`src/rtl/mmcm_drp_ctrl_if.sv`:
```
// DRP bus between the mode-reconfiguration controller (master) and the MMCM DRP port (slave).
interface mmcm_drp_ctrl_if;
  logic        drp_den;
  logic        drp_dwe;
  logic [6:0]  drp_daddr;
  logic [15:0] drp_di;
  logic [15:0] drp_do;
  logic        drp_drdy;

  modport master (
    output drp_den, drp_dwe, drp_daddr, drp_di,
    input  drp_do, drp_drdy
  );

  modport slave (
    input  drp_den, drp_dwe, drp_daddr, drp_di,
    output drp_do, drp_drdy
  );
endinterface

```
`src/rtl/mmcm_drp_ctrl.sv`:
```
// HDMI pixel-clock MMCM mode switcher: holds the MMCM in reset, read-modify-writes each
// entry of an external per-mode DRP table, releases reset and waits for LOCKED.
module mmcm_drp_ctrl #(
  parameter int  N_REG        = 23,
  parameter int  MODE_W       = 2,
  parameter int  DRP_TIMEOUT  = 255,
  parameter int  LOCK_TIMEOUT = 65535,
  localparam int IDX_W        = (N_REG > 1) ? $clog2(N_REG) : 1
) (
  input  logic              clk_ext,
  input  logic              rst_n,
  input  logic              req_valid,
  input  logic [MODE_W-1:0] req_mode,
  output logic              req_ready,
  output logic              busy,
  output logic              done,
  output logic              err,
  output logic [MODE_W-1:0] cur_mode,
  output logic [MODE_W-1:0] tbl_mode,
  output logic [IDX_W-1:0]  tbl_idx,
  input  logic [6:0]        tbl_addr,
  input  logic [15:0]       tbl_mask,
  input  logic [15:0]       tbl_data,
  mmcm_drp_ctrl_if.master   drp,
  output logic              mmcm_rst,
  input  logic              mmcm_locked
);

  localparam int CNT_MAX = (DRP_TIMEOUT > LOCK_TIMEOUT) ? DRP_TIMEOUT : LOCK_TIMEOUT;
  localparam int CNT_W   = $clog2(CNT_MAX + 1);

  // The counter holds the number of cycles already spent in the current wait state,
  // so a wait gives up after exactly *_TIMEOUT cycles.
  localparam logic [CNT_W-1:0] DRP_LAST  = CNT_W'(DRP_TIMEOUT - 1);
  localparam logic [CNT_W-1:0] LOCK_LAST = CNT_W'(LOCK_TIMEOUT - 1);
  localparam logic [IDX_W-1:0] IDX_LAST  = IDX_W'(N_REG - 1);

  typedef enum logic [3:0] {
    S_IDLE,
    S_ASSERT,
    S_RD,
    S_RD_WAIT,
    S_WR,
    S_WR_WAIT,
    S_RELEASE,
    S_LOCK_WAIT,
    S_DONE
  } state_t;

  state_t            state_q;
  logic              ready_q;
  logic              busy_q;
  logic              done_q;
  logic              err_q;
  logic [MODE_W-1:0] cur_mode_q;
  logic [MODE_W-1:0] tbl_mode_q;
  logic [IDX_W-1:0]  tbl_idx_q;
  logic              den_q;
  logic              dwe_q;
  logic [6:0]        daddr_q;
  logic [15:0]       di_q;
  logic [15:0]       mask_q;
  logic [15:0]       data_q;
  logic              mmcm_rst_q;
  logic [CNT_W-1:0]  cnt_q;
  logic [1:0]        lock_sync_q;
  logic              locked_s;

  // LOCKED comes from the MMCM's own analog lock detector, unrelated to clk_ext.
  always_ff @(posedge clk_ext or negedge rst_n) begin
    if (!rst_n) lock_sync_q <= '0;
    else        lock_sync_q <= {lock_sync_q[0], mmcm_locked};
  end

  assign locked_s = lock_sync_q[1];

  always_ff @(posedge clk_ext or negedge rst_n) begin
    if (!rst_n) begin
      state_q    <= S_IDLE;
      ready_q    <= 1'b1;
      busy_q     <= 1'b0;
      done_q     <= 1'b0;
      err_q      <= 1'b0;
      cur_mode_q <= '0;
      tbl_mode_q <= '0;
      tbl_idx_q  <= '0;
      den_q      <= 1'b0;
      dwe_q      <= 1'b0;
      daddr_q    <= '0;
      di_q       <= '0;
      mask_q     <= '0;
      data_q     <= '0;
      mmcm_rst_q <= 1'b0;
      cnt_q      <= '0;
    end else begin
      // NOTE: the DRP strobes default low here so each access is a single-cycle pulse;
      // only RD and WR raise them. Non-blocking assignments keep every register
      // reading the pre-edge value of the others.
      den_q <= 1'b0;
      dwe_q <= 1'b0;

      unique case (state_q)
        S_IDLE: begin
          if (req_valid) begin
            tbl_mode_q <= req_mode;
            tbl_idx_q  <= '0;
            err_q      <= 1'b0;
            busy_q     <= 1'b1;
            ready_q    <= 1'b0;
            state_q    <= S_ASSERT;
          end
        end

        S_ASSERT: begin
          mmcm_rst_q <= 1'b1;
          state_q    <= S_RD;
        end

        S_RD: begin
          daddr_q <= tbl_addr;
          mask_q  <= tbl_mask;
          data_q  <= tbl_data;
          den_q   <= 1'b1;
          cnt_q   <= '0;
          state_q <= S_RD_WAIT;
        end

        S_RD_WAIT: begin
          if (drp.drp_drdy) begin
            di_q    <= (drp.drp_do & mask_q) | (data_q & ~mask_q);
            state_q <= S_WR;
          end else if (cnt_q == DRP_LAST) begin
            err_q   <= 1'b1;
            done_q  <= 1'b1;
            state_q <= S_DONE;
          end else begin
            cnt_q <= cnt_q + 1'b1;
          end
        end

        S_WR: begin
          den_q   <= 1'b1;
          dwe_q   <= 1'b1;
          cnt_q   <= '0;
          state_q <= S_WR_WAIT;
        end

        S_WR_WAIT: begin
          if (drp.drp_drdy) begin
            if (tbl_idx_q == IDX_LAST) begin
              state_q <= S_RELEASE;
            end else begin
              tbl_idx_q <= tbl_idx_q + 1'b1;
              state_q   <= S_RD;
            end
          end else if (cnt_q == DRP_LAST) begin
            // MMCM contents are unknown after a stuck DRP, so it stays in reset.
            err_q   <= 1'b1;
            done_q  <= 1'b1;
            state_q <= S_DONE;
          end else begin
            cnt_q <= cnt_q + 1'b1;
          end
        end

        S_RELEASE: begin
          mmcm_rst_q <= 1'b0;
          cnt_q      <= '0;
          state_q    <= S_LOCK_WAIT;
        end

        S_LOCK_WAIT: begin
          if (locked_s) begin
            cur_mode_q <= tbl_mode_q;
            done_q     <= 1'b1;
            state_q    <= S_DONE;
          end else if (cnt_q == LOCK_LAST) begin
            err_q   <= 1'b1;
            done_q  <= 1'b1;
            state_q <= S_DONE;
          end else begin
            cnt_q <= cnt_q + 1'b1;
          end
        end

        S_DONE: begin
          done_q  <= 1'b0;
          busy_q  <= 1'b0;
          ready_q <= 1'b1;
          state_q <= S_IDLE;
        end

        default: state_q <= S_IDLE;
      endcase
    end
  end

  assign req_ready     = ready_q;
  assign busy          = busy_q;
  assign done          = done_q;
  assign err           = err_q;
  assign cur_mode      = cur_mode_q;
  assign tbl_mode      = tbl_mode_q;
  assign tbl_idx       = tbl_idx_q;
  assign mmcm_rst      = mmcm_rst_q;
  assign drp.drp_den   = den_q;
  assign drp.drp_dwe   = dwe_q;
  assign drp.drp_daddr = daddr_q;
  assign drp.drp_di    = di_q;

endmodule

```
`src/flat_wrapper.sv`:
```
// flat-port wrapper written by rule: the top's interface ports become plain ports
module mmcm_drp_ctrl_flat 
#(
  parameter int  N_REG        = 23,
  parameter int  MODE_W       = 2,
  parameter int  DRP_TIMEOUT  = 255,
  parameter int  LOCK_TIMEOUT = 65535,
  localparam int IDX_W        = (N_REG > 1) ? $clog2(N_REG) : 1
)
  (clk_ext, rst_n, req_valid, req_mode, req_ready, busy, done, err, cur_mode, tbl_mode, tbl_idx, tbl_addr, tbl_mask, tbl_data, mmcm_rst, mmcm_locked, drp_drp_den, drp_drp_dwe, drp_drp_daddr, drp_drp_di, drp_drp_do, drp_drp_drdy);
  mmcm_drp_ctrl_if drp_i ();
  input  logic clk_ext;
  input  logic rst_n;
  input  logic req_valid;
  input  logic [MODE_W-1:0] req_mode;
  output logic req_ready;
  output logic busy;
  output logic done;
  output logic err;
  output logic [MODE_W-1:0] cur_mode;
  output logic [MODE_W-1:0] tbl_mode;
  output logic [IDX_W-1:0] tbl_idx;
  input  logic [6:0] tbl_addr;
  input  logic [15:0] tbl_mask;
  input  logic [15:0] tbl_data;
  output logic mmcm_rst;
  input  logic mmcm_locked;
  output wire logic [$bits(drp_i.drp_den)-1:0] drp_drp_den;
  output wire logic [$bits(drp_i.drp_dwe)-1:0] drp_drp_dwe;
  output wire logic [$bits(drp_i.drp_daddr)-1:0] drp_drp_daddr;
  output wire logic [$bits(drp_i.drp_di)-1:0] drp_drp_di;
  input wire logic [$bits(drp_i.drp_do)-1:0] drp_drp_do;
  input wire logic [$bits(drp_i.drp_drdy)-1:0] drp_drp_drdy;
  assign drp_drp_den = drp_i.drp_den;
  assign drp_drp_dwe = drp_i.drp_dwe;
  assign drp_drp_daddr = drp_i.drp_daddr;
  assign drp_drp_di = drp_i.drp_di;
  assign drp_i.drp_do = drp_drp_do;
  assign drp_i.drp_drdy = drp_drp_drdy;
  mmcm_drp_ctrl #(.N_REG(N_REG), .MODE_W(MODE_W), .DRP_TIMEOUT(DRP_TIMEOUT), .LOCK_TIMEOUT(LOCK_TIMEOUT)) u_core (.clk_ext(clk_ext), .rst_n(rst_n), .req_valid(req_valid), .req_mode(req_mode), .req_ready(req_ready), .busy(busy), .done(done), .err(err), .cur_mode(cur_mode), .tbl_mode(tbl_mode), .tbl_idx(tbl_idx), .tbl_addr(tbl_addr), .tbl_mask(tbl_mask), .tbl_data(tbl_data), .drp(drp_i), .mmcm_rst(mmcm_rst), .mmcm_locked(mmcm_locked));
endmodule
```
`config.mk`:
```
export PLATFORM = sky130hd
export DESIGN_NAME = mmcm_drp_ctrl_flat
export DESIGN_NICKNAME = d
export VERILOG_FILES = /design/src/rtl/mmcm_drp_ctrl_if.sv /design/src/rtl/mmcm_drp_ctrl.sv /design/src/flat_wrapper.sv
export SDC_FILE = /design/constraint.sdc
export NUM_CORES = 1
export LEC_CHECK = 0
export BUFFER_PORTS_ARGS = -buffer_cell sky130_fd_sc_hd__buf_2
export CORE_MARGIN = 2
export CORE_UTILIZATION = 30
export CTS_CLUSTER_SIZE = 20
export DETAILED_ROUTE_END_ITERATION = 8
export PLACE_DENSITY_LB_ADDON = 0.3
export SETUP_SLACK_MARGIN = 0.15
export SYNTH_ARGS = -nofsm -noshare
export SYNTH_HDL_FRONTEND = slang
export SYNTH_SLANG_ARGS = --single-unit
```
`constraint.sdc`:
```
create_clock -name clk_ext -period 4.4 [get_ports clk_ext]
set_clock_uncertainty 0.15 [all_clocks]
set_input_delay 0.44 -clock clk_ext [delete_from_list [all_inputs] [get_ports clk_ext]]
set_output_delay 0.44 -clock clk_ext [all_outputs]
set_load 0.05 [all_outputs]
```
==> run metrics <==
RSZ-0062 raised after global routing=false; Max VDD drop=0.333 mV; synth unique cells=54; ys flop type=dfrtp_1; average wire per standard cell=13.9 um; CTS tree=done; Hold Violations, Final=0; actual slew at the worst max-slew pin=0.915 ns; busiest grt layer=met2; post-DR vias/cell=4.80; nets=between 500 and 600; crit end category=flip-flop; power density cells=738 mW/mm^2; Worst path most repeated cell=nand2_1; vias in the first global route=roughly 3200; CP max FO=32; FF+latch count, synth=93; status=finished clean; synthesized cell area=0.00424 sq mm; worst stage delay on the critical path=0.98 ns; io pins=101; CTS sink cnt=93; Setup Fix Bufs, Post-CTS=0; DR pass1 iterations=4; deepest clock path buffer count=2; Final Setup Violations=0; Area growth, synth to finish=23.6%; Max Freq=0.425 GHz; initial core utilization=0.306; I/O Buffers=100; DP HPWL=6.45 mm; Worst path slowest cell=or4b_2; met1 Usage GRT=0.156; static leakage=0.00239 uW; Total GRT Usage=0.129; post-layout min period=2.35 ns; Fin Hold WS=0.000567 ns; Final Cell Area=0.00524 sq mm; Critical Path, Cell by Cell=nand2_1, or4b_2, nand2_1, o21ai_0; largest net degree at the start of global routing=58; CTS buffer count=9; Core Area=0.0138 sq mm; kind of critical path=flip-flop to flip-flop; Post-DP Area=~0.0049 sq mm; Slew Limit Fails=0; Post-synth EDFFs=0; Final Cycle Share=0.535; Clock Latency Late Sink=0.34 ns; Detail Route Antenna Nets=0; sequential area share after synthesis=0.550; final setup TNS=0 ns; PostCTS Resize Cnt=0; Chip Width=between 100 and 150 um; CTS H-tree depth=3; crit start category=flip-flop; crit path DAT=2.39 ns; share of cells above drive strength 1=0.377; Root Driver=clkbuf_16; Hold WC Path Type=input pin to async pin; initial antenna violation count=0; CP Data Required Time=4.44 ns; post-synth net total=430; max cap viols=0; die area=0.0151 sq mm; DR iter-0 viols=94; commonest non-fill, non-tap cells in the layout=buf_2 (99), dfrtp_1 (92), mux2_2 (42); number of hold buffers added after cts=0; met3 Track Usage GR=0.0562; Avg Cell Area, Syn=roughly 12 sq um; r2r worst-path depth=4; Total Power=3870 uW; Remaining DRCs=0; Slew headroom=0.387; most common cell after layout, fill and taps aside=buf_2; global-route wire length before repair=~15 mm; die height=123 um; num rows=43; GR Layer Usage met2=0.205; vias post-DR=3085; fillers=1337; final global-route overflow total=0; share of flip-flops with an asynchronous set or reset=1.00; Routed WL=8.96 mm; Ys Warns=0; GP Congestion=0.738; Clock transition at path regs=0.06 ns; synthesized instance count=364
## area by class of cell
| cell class | instances | area (sq um) | share of cell area |
|---|---|---|---|
| Antenna cell | 1 | 2.50 | 0.000478 |
| Clock buffer | 10 | 239 | 0.0456 |
| Clock inverter | 5 | 108 | 0.0205 |
| Inverter | 8 | 30.0 | 0.00573 |
| Multi-Input combinational cell | 244 | 1790 | 0.341 |
| Sequential cell | 93 | 2330 | 0.445 |
| Tap cell | 180 | 225 | 0.0430 |
| Timing Repair Buffer | 102 | 518 | 0.0989 |
## through the flow
step | instances | util | setup WS [ns]
after floorplan | 364 | - | 2.33
after global placement | 627 | 0.353 | 2.09
after detailed placement | 627 | 0.353 | 2.05
after CTS | 642 | 0.379 | 2.05
after global routing | 642 | 0.379 | 1.88
final | 643 | 0.379 | 2.05
## flip-flops by register name, indices dropped and copies added (netlist names), 4 cells and up
signal	count
u_core.cnt_q	16
u_core.data_q	16
u_core.drp.drp_daddr	7
u_core.drp.drp_di	16
u_core.mask_q	16
u_core.state_q	4
u_core.tbl_idx	5
## critical path, delay by kind of cell, from the launching register on
kind,cells,cell delay [ns]
flip-flops,1,0.68
AO/OA/AOI/OAI,1,0.09
AND/OR/NAND/NOR,3,1.26
## per-layer routing
layer  routed length [um]  vias to the layer above
met5                    0                        -
met3                  802                        9
met1                 3980                     1501
met4                  100                        0
li1                     -                     1484
met2                 4080                       91
## worst paths after layout
path,start,end,slack (ns)
setup / recovery,u_core.state_q[0]$_DFFE_PN0P_,u_core.drp.drp_di[2]$_DFFE_PN0P_,2.05
hold / removal,rst_n,u_core.data_q[5]$_DFFE_PN0P_,0.0006
max in group asynchronous,rst_n,u_core.data_q[7]$_DFFE_PN0P_,3.12
setup reg to reg,u_core.state_q[0]$_DFFE_PN0P_,u_core.drp.drp_di[2]$_DFFE_PN0P_,2.05
hold reg to reg,u_core.lock_sync_q[0]$_DFF_PN0_,u_core.lock_sync_q[1]$_DFF_PN0_,0.21
min in group clk_ext,mmcm_locked,u_core.lock_sync_q[0]$_DFF_PN0_,0.07
## report_power, final
| group | internal, uW | switching (uW) |
|---|---|---|
| Sequential | 1190 | 248 |
| Combinational | 549 | 989 |
| Clock | 570 | 323 |
| Total | 2310 | 1560 |
## synth_stat cells (2+ instances only)
cell      instances  area [sq um]
nor2b_1           2          12.5
ha_1              4          50.1
mux2_1            2          22.5
xnor2_1           4          35.0
xor2_1            4          35.0
mux2_2           42           473
nand3_2           2          20.0
or4_1             5          37.5
nor2_1           19          71.3
buf_2             9          45.0
or3_1             4          25.0
inv_1             8          30.0
nand2_1          34           128
a21oi_1           9          45.0
nand4b_1          2          17.5
dfrtp_1          92          2300
nand3_1          11          55.1
buf_6             2          22.5
o31ai_1           6          45.0
and2_1            2          12.5
clkbuf_1          6          22.5
o21bai_1          2          15.0
nor3_1            8          40.0
o21ai_0          28           140
a21oi_2           3          26.3
nor4_1            5          31.3
nand4_1           4          25.0
mux2i_1          19           190
## cell families (layout without fill, tap and decap cells)
logic type / after synthesis / in the layout / synth area share
buf+inv: 27 / 125 / 0.0313
xor+xnor: 8 / 8 / 0.0165
fa+ha+maj: 4 / 4 / 0.0118
compound gates: 59 / 59 / 0.0854
mux: 63 / 63 / 0.162
other cells: 0 / 1 / 0
simple gates: 110 / 110 / 0.143
flops: 93 / 93 / 0.550
Note: power is estimated with default switching activity, not from simulation.
